`config.mk`:
```
export PLATFORM = sky130hd
export DESIGN_NAME = simon_uart_tx
export DESIGN_NICKNAME = d
export VERILOG_FILES = /design/src/rtl/simon_uart_tx.sv
export SDC_FILE = /design/constraint.sdc
export NUM_CORES = 1
export LEC_CHECK = 0
export CAP_MARGIN = 15
export CORE_AREA = 4 4 98 110
export CTS_CLUSTER_SIZE = 16
export DETAILED_ROUTE_END_ITERATION = 12
export DIE_AREA = 0 0 102 114
export HOLD_SLACK_MARGIN = 0.1
export PLACE_DENSITY = 0.64
export SLEW_MARGIN = 30
export SYNTH_ARGS = -nofsm -noshare
export SYNTH_HDL_FRONTEND = slang
export SYNTH_SLANG_ARGS = --single-unit
```
`constraint.sdc`:
```
create_clock -name clk -period 17.8 [get_ports clk]
set_input_delay 3.56 -clock clk [delete_from_list [all_inputs] [get_ports clk]]
set_output_delay 3.56 -clock clk [all_outputs]
set_load 0.1 [all_outputs]
```
`src/rtl/simon_uart_tx.sv`:
```
// Simon Says event reporter.
// Buffers game events in a small FIFO, formats each one as a 5-byte ASCII
// line (letter, tens, ones, CR, LF) and hands the bytes one at a time to the
// board UART transmit port.
module simon_uart_tx #(
  parameter int DEPTH   = 4,
  parameter int ROUND_W = 7
) (
  input  logic               clk,
  input  logic               rst_n,
  input  logic               ev_valid,
  output logic               ev_ready,
  input  logic [1:0]         ev_type,
  input  logic [ROUND_W-1:0] ev_round,
  output logic [7:0]         txdata,
  output logic               txclk,
  input  logic               txready,
  output logic               busy,
  output logic [7:0]         drop_cnt
);

  localparam int AW = (DEPTH > 1) ? $clog2(DEPTH) : 1;
  localparam int CW = AW + 1;
  localparam int EW = ROUND_W + 2;

  typedef enum logic [1:0] {IDLE, LOAD, SEND, HOLD} state_t;

  state_t             state, state_nx;
  logic [EW-1:0]      mem [DEPTH];
  logic [AW-1:0]      wr_ptr, rd_ptr;
  logic [CW-1:0]      count;
  logic               full, empty, push, pop;
  logic [EW-1:0]      cur_entry;
  logic [7:0]         line [5];
  logic [2:0]         idx;
  logic [15:0]        digits;

  // ASCII letter for each event code.
  function automatic logic [7:0] event_letter(input logic [1:0] code);
    logic [7:0] c;
    case (code)
      2'd0:    c = 8'h52;
      2'd1:    c = 8'h50;
      2'd2:    c = 8'h46;
      default: c = 8'h57;
    endcase
    return c;
  endfunction

  // Round number to two ASCII decimal digits, clamping anything above 99.
  function automatic logic [15:0] round_digits(input logic [ROUND_W-1:0] r);
    logic [31:0] v, t, o;
    v = 32'(r);
    if (v > 32'd99) v = 32'd99;
    t = v / 32'd10;
    o = v - t * 32'd10;
    return {8'h30 + 8'(t), 8'h30 + 8'(o)};
  endfunction

  assign full     = (count == CW'(DEPTH));
  assign empty    = (count == '0);
  assign ev_ready = !full;
  assign push     = ev_valid && !full;
  assign pop      = (state == IDLE) && !empty;
  assign busy     = (state != IDLE) || !empty;
  assign digits   = round_digits(cur_entry[ROUND_W-1:0]);

  // FIFO storage: payload only, no reset needed.
  always_ff @(posedge clk) begin
    if (push) mem[wr_ptr] <= {ev_type, ev_round};
  end

  // FIFO pointers and occupancy; a simultaneous push and pop leaves count alone.
  always_ff @(posedge clk) begin
    if (!rst_n) begin
      wr_ptr <= '0;
      rd_ptr <= '0;
      count  <= '0;
    end else begin
      if (push) wr_ptr <= wr_ptr + 1'b1;
      if (pop)  rd_ptr <= rd_ptr + 1'b1;
      case ({push, pop})
        2'b10:   count <= count + 1'b1;
        2'b01:   count <= count - 1'b1;
        default: count <= count;
      endcase
    end
  end

  // Saturating count of events offered while the FIFO was full.
  always_ff @(posedge clk) begin
    if (!rst_n)
      drop_cnt <= 8'd0;
    else if (ev_valid && full && (drop_cnt != 8'hFF))
      drop_cnt <= drop_cnt + 8'd1;
  end

  // FSM state register.
  always_ff @(posedge clk) begin
    if (!rst_n) state <= IDLE;
    else        state <= state_nx;
  end

  // FSM next-state logic.
  always_comb begin
    state_nx = state;
    case (state)
      IDLE:    if (!empty) state_nx = LOAD;
      LOAD:    state_nx = SEND;
      SEND:    if (txready) state_nx = HOLD;
      HOLD:    state_nx = (idx == 3'd4) ? IDLE : SEND;
      default: state_nx = IDLE;
    endcase
  end

  // Entry latch on pop and line formatting in LOAD (data path, not reset).
  always_ff @(posedge clk) begin
    if (pop) cur_entry <= mem[rd_ptr];
    if (state == LOAD) begin
      line[0] <= event_letter(cur_entry[EW-1:ROUND_W]);
      line[1] <= digits[15:8];
      line[2] <= digits[7:0];
      line[3] <= 8'h0D;
      line[4] <= 8'h0A;
    end
  end

  // Byte index: cleared in LOAD, advanced after each HOLD except the last.
  always_ff @(posedge clk) begin
    if (!rst_n)
      idx <= 3'd0;
    else if (state == LOAD)
      idx <= 3'd0;
    else if ((state == HOLD) && (idx != 3'd4))
      idx <= idx + 3'd1;
  end

  // UART strobe and byte: one-cycle txclk per byte, txdata held between bytes.
  always_ff @(posedge clk) begin
    if (!rst_n) begin
      txdata <= 8'h00;
      txclk  <= 1'b0;
    end else if ((state == SEND) && txready) begin
      txdata <= line[idx];
      txclk  <= 1'b1;
    end else begin
      txclk  <= 1'b0;
    end
  end

endmodule

```
==> flow_metrics.env, run 1 <==
export IMPL_status="finished clean"
export IMPL_finalMaxSlewViolations=0
export IMPL_layout_nets=490
export IMPL_coreArea_um2=9700
export IMPL_first_global_vias=3112
export IMPL_grt_pass1_wl_um=14800
export IMPL_die_h_um=114
export IMPL_area_delta_synth_final_pct=13.0
export IMPL_crit_arrival_ns=6.56
export IMPL_yosysWarnings=0
export IMPL_vias_per_cell=5.45
export IMPL_synth_edf_count=61
export IMPL_grt_max_degree=30
export IMPL_met1Wirelength_um=4100
export IMPL_cp_end_kind="flip-flop"
export IMPL_cts_resized=0
export IMPL_slowest_stage="edfxtp_1"
export IMPL_worstMarginPinSlew_ns=0.977
export IMPL_fillers=870
export IMPL_wire_per_inst_um=15.6
export IMPL_path_common_cell="ha_1"
export IMPL_drt_first_pass_iters=4
export IMPL_clock_latency_ns=0.36
export IMPL_clock_path_buffers=2
export IMPL_numClockSinks=90
export IMPL_dr_wl_met3_um=285
export IMPL_wl_met2_um=4440
export IMPL_vias=3118
export IMPL_rsz0062_at_grt="no"
export IMPL_min_from="txdata[6]"
export IMPL_die_width_um=102
export IMPL_die_area_um2=11600
export IMPL_critPathRequiredTime_ns=17.91
export IMPL_io_buffer_count=31
export IMPL_dp_final_hpwl_um=6600
export IMPL_clk_pin_slew_ns=0.10
export IMPL_route_top_layer_used="met4"
export IMPL_place_congestion=0.869
export IMPL_r2r_start="cur_entry[6]"
export IMPL_grt_overflow_total=0
export IMPL_detail_route_antenna_nets=0
export IMPL_syn_area_um2=4740
export IMPL_grt_usage_pct=16.1
export IMPL_cts_root_buf="clkbuf_8"
export IMPL_fmax_ghz=0.155
export IMPL_setup_viol=0
export IMPL_cts_tree="built"
export IMPL_synthTopCellsByCount="61 x edfxtp_1, 31 x inv_1, 29 x dfxtp_1"
export IMPL_synth_most_common_cell="edfxtp_1"
export IMPL_io_pins=32
export IMPL_r2r_setup_slack_ns=11.35
export IMPL_synth_top_area_share_pct=38.7
export IMPL_cp_max_fo=18
export IMPL_rr_worst_depth=28
export IMPL_synthesis_nets=464
export IMPL_ys_top_cells_by_area="edfxtp_1 39%, dfxtp_1 12%, ha_1 7.1%, mux4_2 4.3%, and2_1 2.9%"
export IMPL_maxCapViolCount=0
export IMPL_yosysTopAreaCell="edfxtp_1"
export IMPL_final_setup_skew_ns=0.0159
export IMPL_crit_end="line[2][7]"
export IMPL_finalHoldViolCount=0
export IMPL_async_flop_share_pct=0
export IMPL_cp_start_kind="flip-flop"
export IMPL_drive_above_1_share_pct=8.85
export IMPL_relSlewSlack_pct=34.7
export IMPL_syn_avg_cell_area_um2=11.2
export IMPL_fp_row_count=38
export IMPL_antenna_cells=0
export IMPL_antenna_found_initial=0
export IMPL_numCtsBuffers=9
export IMPL_r2r_end="line[2][7]"
export IMPL_min_path_type="reg2reg"
export IMPL_netlist_instances=421
export IMPL_htreeDepth=3
export IMPL_max_stage_delay_ns=0.72
export IMPL_fin_crit_ns=6.45
export IMPL_postCtsSetupBuffers=0
export IMPL_synth_cell_type_count=63
export IMPL_yosys_most_used_dff="edfxtp_1"
export IMPL_hold_buffers=0
export IMPL_crit_type="reg2reg"
export IMPL_initial_core_util_pct=48.8
export IMPL_finalSetupTns_ns=0
export IMPL_drtIter0Drc=116
export IMPL_fin_crit_sh_pct=36.2
export IMPL_wirelength_um=8930
export IMPL_seq_area_frac_synth_pct=50.9
export IMPL_cp_startpoint="cur_entry[6]"
export IMPL_drc=0
export IMPL_ys_ff_latch=90
-- cell type report --
cell class | count | area (um2) | share of cell area, %
Sequential cell | 90 | 2410 | 45.1
Inverter | 32 | 120 | 2.24
Tap cell | 120 | 150 | 2.81
Clock buffer | 10 | 149 | 2.78
Clock inverter | 6 | 71.3 | 1.33
Timing Repair Buffer | 33 | 325 | 6.08
Multi-Input combinational cell | 281 | 2120 | 39.7
-- worst max-delay path, delay by kind of cell, from the launching register on --
family,cells,cell delay [ns]
adder cells (fa/ha/maj),8,2.15
AND/OR/NAND/NOR,9,1.88
AO/OA/AOI/OAI,6,1.10
flip-flops,1,0.72
buffers and inverters,4,0.28
XOR/XNOR,1,0.08
-- through the flow --
step / std cells / util [%] / instance area [um2] / setup slack (ns) / hold WS (ns)
floorplan: 421 / - / 4740 / 12.21 / 0.476
CTS: 572 / 55.2 / 5350 / 11.36 / 0.520
detailed placement: 556 / 52.9 / 5130 / 11.37 / 0.498
global placement: 556 / 52.9 / 5130 / 11.53 / 0.495
finish: 572 / 55.2 / 5350 / 11.35 / 0.519
global route: 572 / 55.2 / 5350 / 10.90 / 0.538
-- sequential cells by signal, summed over array words and instances, names as in the netlist --
register   count
txclk          1
rd_ptr         2
idx            3
txdata         8
state          2
drop_cnt       8
wr_ptr         2
mem           36
line          16
count          3
cur_entry      9
-- worst min path at each step --
stage | endpoint | slack (ns) | cells after the start
final | txdata[6] | 0.52 | 2
after global routing | line[0][2] | 0.54 | 0
after CTS | line[0][2] | 0.52 | 0
after detailed placement | line[0][2] | 0.50 | 0
after global placement | txdata[6] | 0.49 | 2
after floorplan | wr_ptr[1] | 0.48 | 2
-- cells by family after synthesis --
| group | share of synthesized area (%) |
|---|---|
| AOI/OAI and AO/OA | 12.3 |
| muxes | 5.39 |
| adders and majority gates | 8.40 |
| and+or+nand+nor | 15.1 |
| DFF | 50.9 |
| buffers and inverters | 4.20 |
| xor gates and xnor gates | 3.70 |
-- layout by cell type (no fill, tap or decap), types with 4 or more instances in the layout --
cell type / netlist / layout
nand2b_1: 7 / 7
edfxtp_1: 61 / 61
a21boi_0: 4 / 4
a21oi_1: 19 / 19
nand3_1: 9 / 9
o21bai_1: 5 / 5
nor2b_1: 9 / 9
inv_1: 31 / 32
clkbuf_8: 0 / 9
clkdlybuf4s50_1: 0 / 31
and3_1: 4 / 4
nand3b_1: 4 / 4
ha_1: 27 / 27
mux4_2: 9 / 9
nor2_1: 22 / 22
nand2_1: 27 / 27
and2_1: 22 / 22
nor3_1: 7 / 7
dfxtp_1: 29 / 29
xnor2_1: 15 / 15
a21o_1: 5 / 5
xor2_1: 5 / 5
o21ai_1: 4 / 4
o21ai_0: 19 / 19
-- routing by layer --
layer | track usage, % | up-vias
li1 | - | 1565
met1 | 21.2 | 1495
met2 | 26.9 | 49
met3 | 3.24 | 9
met4 | 4.37 | 0
met5 | 0 | -
Power of run 1 is left out: the tool's default activity adds up to more than one toggle a clock period on the data nets, which glitch-free logic cannot reach.
==> inputs of run 2 (changes only) <==
clock period = 6.12 ns   (was 17.8 ns; I/O delays follow)
==> flow_metrics.env, run 2 (synthesis gave the netlist of run 1 again) <==
export IMPL_io_buffer_count=31
export IMPL_crit_arrival_ns=5.92
export IMPL_grt_pass1_wl_um=14800
export IMPL_fin_crit_ns=5.82
export IMPL_fmax_ghz=0.172
export IMPL_die_area_um2=11600
export IMPL_r2r_setup_slack_ns=0.30
export IMPL_drc=0
export IMPL_maxCapViolCount=0
export IMPL_vias_per_cell=5.40
export IMPL_io_pins=32
export IMPL_coreArea_um2=9700
export IMPL_die_width_um=102
export IMPL_relSlewSlack_pct=34.3
export IMPL_largest_register="mem"
export IMPL_drive_above_1_share_pct=11.7
export IMPL_dp_final_hpwl_um=6480
export IMPL_first_global_vias=3100
export IMPL_numCtsBuffers=9
export IMPL_largest_reg_flops=36
export IMPL_cp_end_kind="flip-flop"
export IMPL_clk_pin_slew_ns=0.09
export IMPL_drtIter0Drc=136
export IMPL_worstMarginPinSlew_ns=0.982
export IMPL_clock_latency_ns=0.35
export IMPL_cts_root_buf="clkbuf_8"
export IMPL_crit_type="reg2reg"
export IMPL_grt_overflow_total=0
export IMPL_place_congestion=0.878
export IMPL_critPathRequiredTime_ns=6.22
export IMPL_numClockSinks=90
export IMPL_finalSetupTns_ns=0
export IMPL_seqCellArea_um2=2410
export IMPL_final_common_cell="edfxtp_1"
export IMPL_fin_ws_ns=0.300
export IMPL_fillers=871
export IMPL_htreeDepth=3
export IMPL_cp_max_fo=5
export IMPL_fin_crit_sh_pct=95.1
export IMPL_grt_max_degree=30
export IMPL_status="finished clean"
export IMPL_top_regs="mem x36, line x16, cur_entry x9"
export IMPL_antenna_cells=0
export IMPL_multi_input_area_um2=2150
export IMPL_area_delta_synth_final_pct=14.5
export IMPL_finalHoldViolCount=0
export IMPL_layout_nets=499
export IMPL_grt_usage_pct=16.4
export IMPL_min_path_type="reg2reg"
export IMPL_wire_per_inst_um=15.2
export IMPL_die_h_um=114
export IMPL_vias=3140
export IMPL_initial_core_util_pct=48.8
export IMPL_cts_tree="built"
export IMPL_clock_path_buffers=2
export IMPL_hold_buffers=0
export IMPL_fp_row_count=38
export IMPL_final_setup_skew_ns=0.00773
export IMPL_dpl_worst_slack_ns=0.221
export IMPL_setup_viol=0
export IMPL_wirelength_um=8840
export IMPL_cp_start_kind="flip-flop"
export IMPL_finalMaxSlewViolations=0
export IMPL_antenna_found_initial=0
export IMPL_detail_route_antenna_nets=0
export IMPL_mostFrequentLayoutCells="61 x edfxtp_1, 31 x inv_1, 31 x clkdlybuf4s50_1"
export IMPL_drt_first_pass_iters=4
-- run 2: final cells by class --
class	instances	area share, %
clock buffer	10	2.35
clock inverter	6	1.22
inverter	32	2.22
multi-input combinational	281	39.7
sequential	90	44.5
tap	120	2.77
timing repair buffer	42	7.25
-- run 2: what timing repair did --
action | CTS | global route
setup endpoints to repair | 0 | 2
setup buffers | 0 | 4
resized for setup | 0 | 7
-- run 2: worst max-delay path, stage by stage (launching register included) --
cell	delay (ns)
edfxtp_1	0.43
nand2_1	0.09
and2_1	0.18
inv_1	0.10
ha_1	0.15
inv_1	0.04
ha_1	0.33
or3_1	0.36
o211ai_2	0.23
o221ai_1	0.18
o2bb2ai_1	0.18
a211o_1	0.29
nand3_1	0.14
inv_1	0.06
ha_1	0.29
inv_1	0.07
or2_2	0.30
a31o_1	0.23
ha_1	0.18
ha_1	0.21
fa_1	0.46
ha_1	0.30
inv_1	0.04
ha_1	0.33
a21o_1	0.17
a21oi_1	0.16
xnor2_1	0.09
-- run 2: layer usage --
layer | wire length [um] | global-route usage [%]
met5 | 0 | 0
met2 | 4470 | 27.2
met3 | 222 | 4.71
met4 | 137 | 4.72
met1 | 4010 | 20.7
-- run 2: worst paths after layout --
path,end,cells after the start,startpoint
worst max register to register,line[2][7],26,cur_entry[5]
worst min register to register,wr_ptr[1],2,wr_ptr[1]
worst min-delay path,wr_ptr[1],2,wr_ptr[1]
worst max-delay path,line[2][7],26,cur_entry[5]
-- run 2: metrics by stage --
step / instance area, um2 / instances / utilization [%] / hold WS (ns)
after CTS: 5360 / 577 / 55.3 / 0.521
after floorplan: 4740 / 421 / - / 0.476
after detailed placement: 5170 / 561 / 53.3 / 0.501
after global routing: 5420 / 581 / 55.9 / 0.543
after global placement: 5170 / 561 / 53.3 / 0.493
final: 5420 / 581 / 55.9 / 0.515
Power of run 2 is left out for the same reason.
==> inputs of run 3 (changes only) <==
clock period = 6.56 ns   (was 6.12 ns; I/O delays follow)
==> flow_metrics.env, run 3 (synthesis gave the netlist of run 1 again) <==
export IMPL_drc=0
export IMPL_fmax_ghz=0.167
export IMPL_coreArea_um2=9700
export IMPL_cp_max_fo=6
export IMPL_fp_row_count=38
export IMPL_status="finished clean"
export IMPL_postCtsSetupBuffers=0
export IMPL_detail_route_antenna_nets=0
export IMPL_rr_worst_depth=28
export IMPL_cts_resized=0
export IMPL_io_pins=32
export IMPL_min_from="cur_entry[8]"
export IMPL_crit_arrival_ns=6.11
export IMPL_drt_first_pass_iters=6
export IMPL_drive_above_1_share_pct=9.41
export IMPL_critPathBufInv=4
export IMPL_fillers=861
export IMPL_numClockSinks=90
export IMPL_vias_per_cell=5.41
export IMPL_fin_crit_ns=6.00
export IMPL_grt_pass1_wl_um=15000
export IMPL_finalMaxSlewViolations=0
export IMPL_die_h_um=114
export IMPL_r2r_end="line[2][7]"
export IMPL_worstHoldEndpoint="line[0][2]"
export IMPL_fin_crit_sh_pct=91.5
export IMPL_mostFrequentLayoutCells="61 x edfxtp_1, 31 x inv_1, 31 x clkdlybuf4s50_1"
export IMPL_htreeDepth=3
export IMPL_hold_buffers=0
export IMPL_top_regs="mem x36, line x16, cur_entry x9"
export IMPL_numCtsBuffers=9
export IMPL_io_buffer_count=31
export IMPL_crit_type="reg2reg"
export IMPL_antenna_cells=0
export IMPL_r2r_setup_slack_ns=0.56
export IMPL_drtIter0Drc=119
export IMPL_grt_usage_pct=16.7
export IMPL_maxCapViolCount=0
export IMPL_wire_per_inst_um=15.5
export IMPL_largest_reg_flops=36
export IMPL_layout_nets=495
export IMPL_antenna_found_initial=0
export IMPL_wirelength_um=8930
export IMPL_grt_max_degree=30
export IMPL_cts_tree="built"
export IMPL_clk_pin_slew_ns=0.09
export IMPL_clock_latency_ns=0.35
export IMPL_grt_overflow_total=0
export IMPL_slowest_stage="edfxtp_1"
export IMPL_clock_path_buffers=2
export IMPL_worstMarginPinSlew_ns=0.979
export IMPL_die_area_um2=11600
export IMPL_max_stage_delay_ns=0.44
export IMPL_r2r_start="cur_entry[5]"
export IMPL_whs_path_depth=0
export IMPL_setup_viol=0
export IMPL_area_delta_synth_final_pct=14.1
export IMPL_final_common_cell="edfxtp_1"
export IMPL_die_width_um=102
export IMPL_finalHoldViolCount=0
export IMPL_cp_start_kind="flip-flop"
export IMPL_min_path_type="reg2reg"
export IMPL_critPathRequiredTime_ns=6.67
export IMPL_initial_core_util_pct=48.8
export IMPL_cpLargestDelayFamily="adder cells"
export IMPL_largest_register="mem"
export IMPL_finalSetupTns_ns=0
export IMPL_cts_root_buf="clkbuf_8"
export IMPL_vias=3120
export IMPL_relSlewSlack_pct=34.5
export IMPL_cp_end_kind="flip-flop"
export IMPL_final_setup_skew_ns=0.00787
export IMPL_path_common_cell="ha_1"
export IMPL_first_global_vias=3151
export IMPL_rsz0062_at_grt="no"
export IMPL_dp_final_hpwl_um=6640
export IMPL_place_congestion=0.846
[run 3: worst max-delay path by stage]
stage	startpoint	to	slack (ns)	cells after the start
finish	cur_entry[5]	line[2][7]	0.56	28
global route	cur_entry[5]	line[2][7]	0.1	28
CTS	cur_entry[5]	line[2][7]	0.40	28
detailed placement	cur_entry[5]	line[2][7]	0.42	28
global placement	cur_entry[5]	line[2][7]	0.56	28
floorplan	cur_entry[5]	line[2][7]	0.97	27
[run 3: final cells by class]
type | instances | area [um2] | share of cell area, %
tap | 120 | 150 | 2.78
multi-input combinational | 281 | 2120 | 39.3
clock inverter | 5 | 103 | 1.90
sequential | 90 | 2410 | 44.6
timing repair buffer | 38 | 363 | 6.71
inverter | 32 | 120 | 2.22
clock buffer | 11 | 131 | 2.43
[run 3: through the flow]
step | utilization [%] | setup slack, ns | cell area, um2 | hold WS (ns) | instances
global route | 55.7 | 0.0956 | 5400 | 0.524 | 577
finish | 55.7 | 0.557 | 5400 | 0.495 | 577
detailed placement | 53.1 | 0.421 | 5150 | 0.476 | 559
global placement | 53.1 | 0.557 | 5150 | 0.469 | 559
floorplan | - | 0.971 | 4740 | 0.476 | 421
CTS | 55.6 | 0.402 | 5390 | 0.495 | 575
[run 3: layer usage]
metal  vias to the layer above  GRT usage, %  share of wire (%)
li1                       1585             -                  -
met3                        11          3.98                3.5
met1                      1470          20.8                 44
met4                         0          6.04                1.4
met2                        54          28.2                 51
met5                         -             0                  0
Power of run 3 is left out for the same reason.
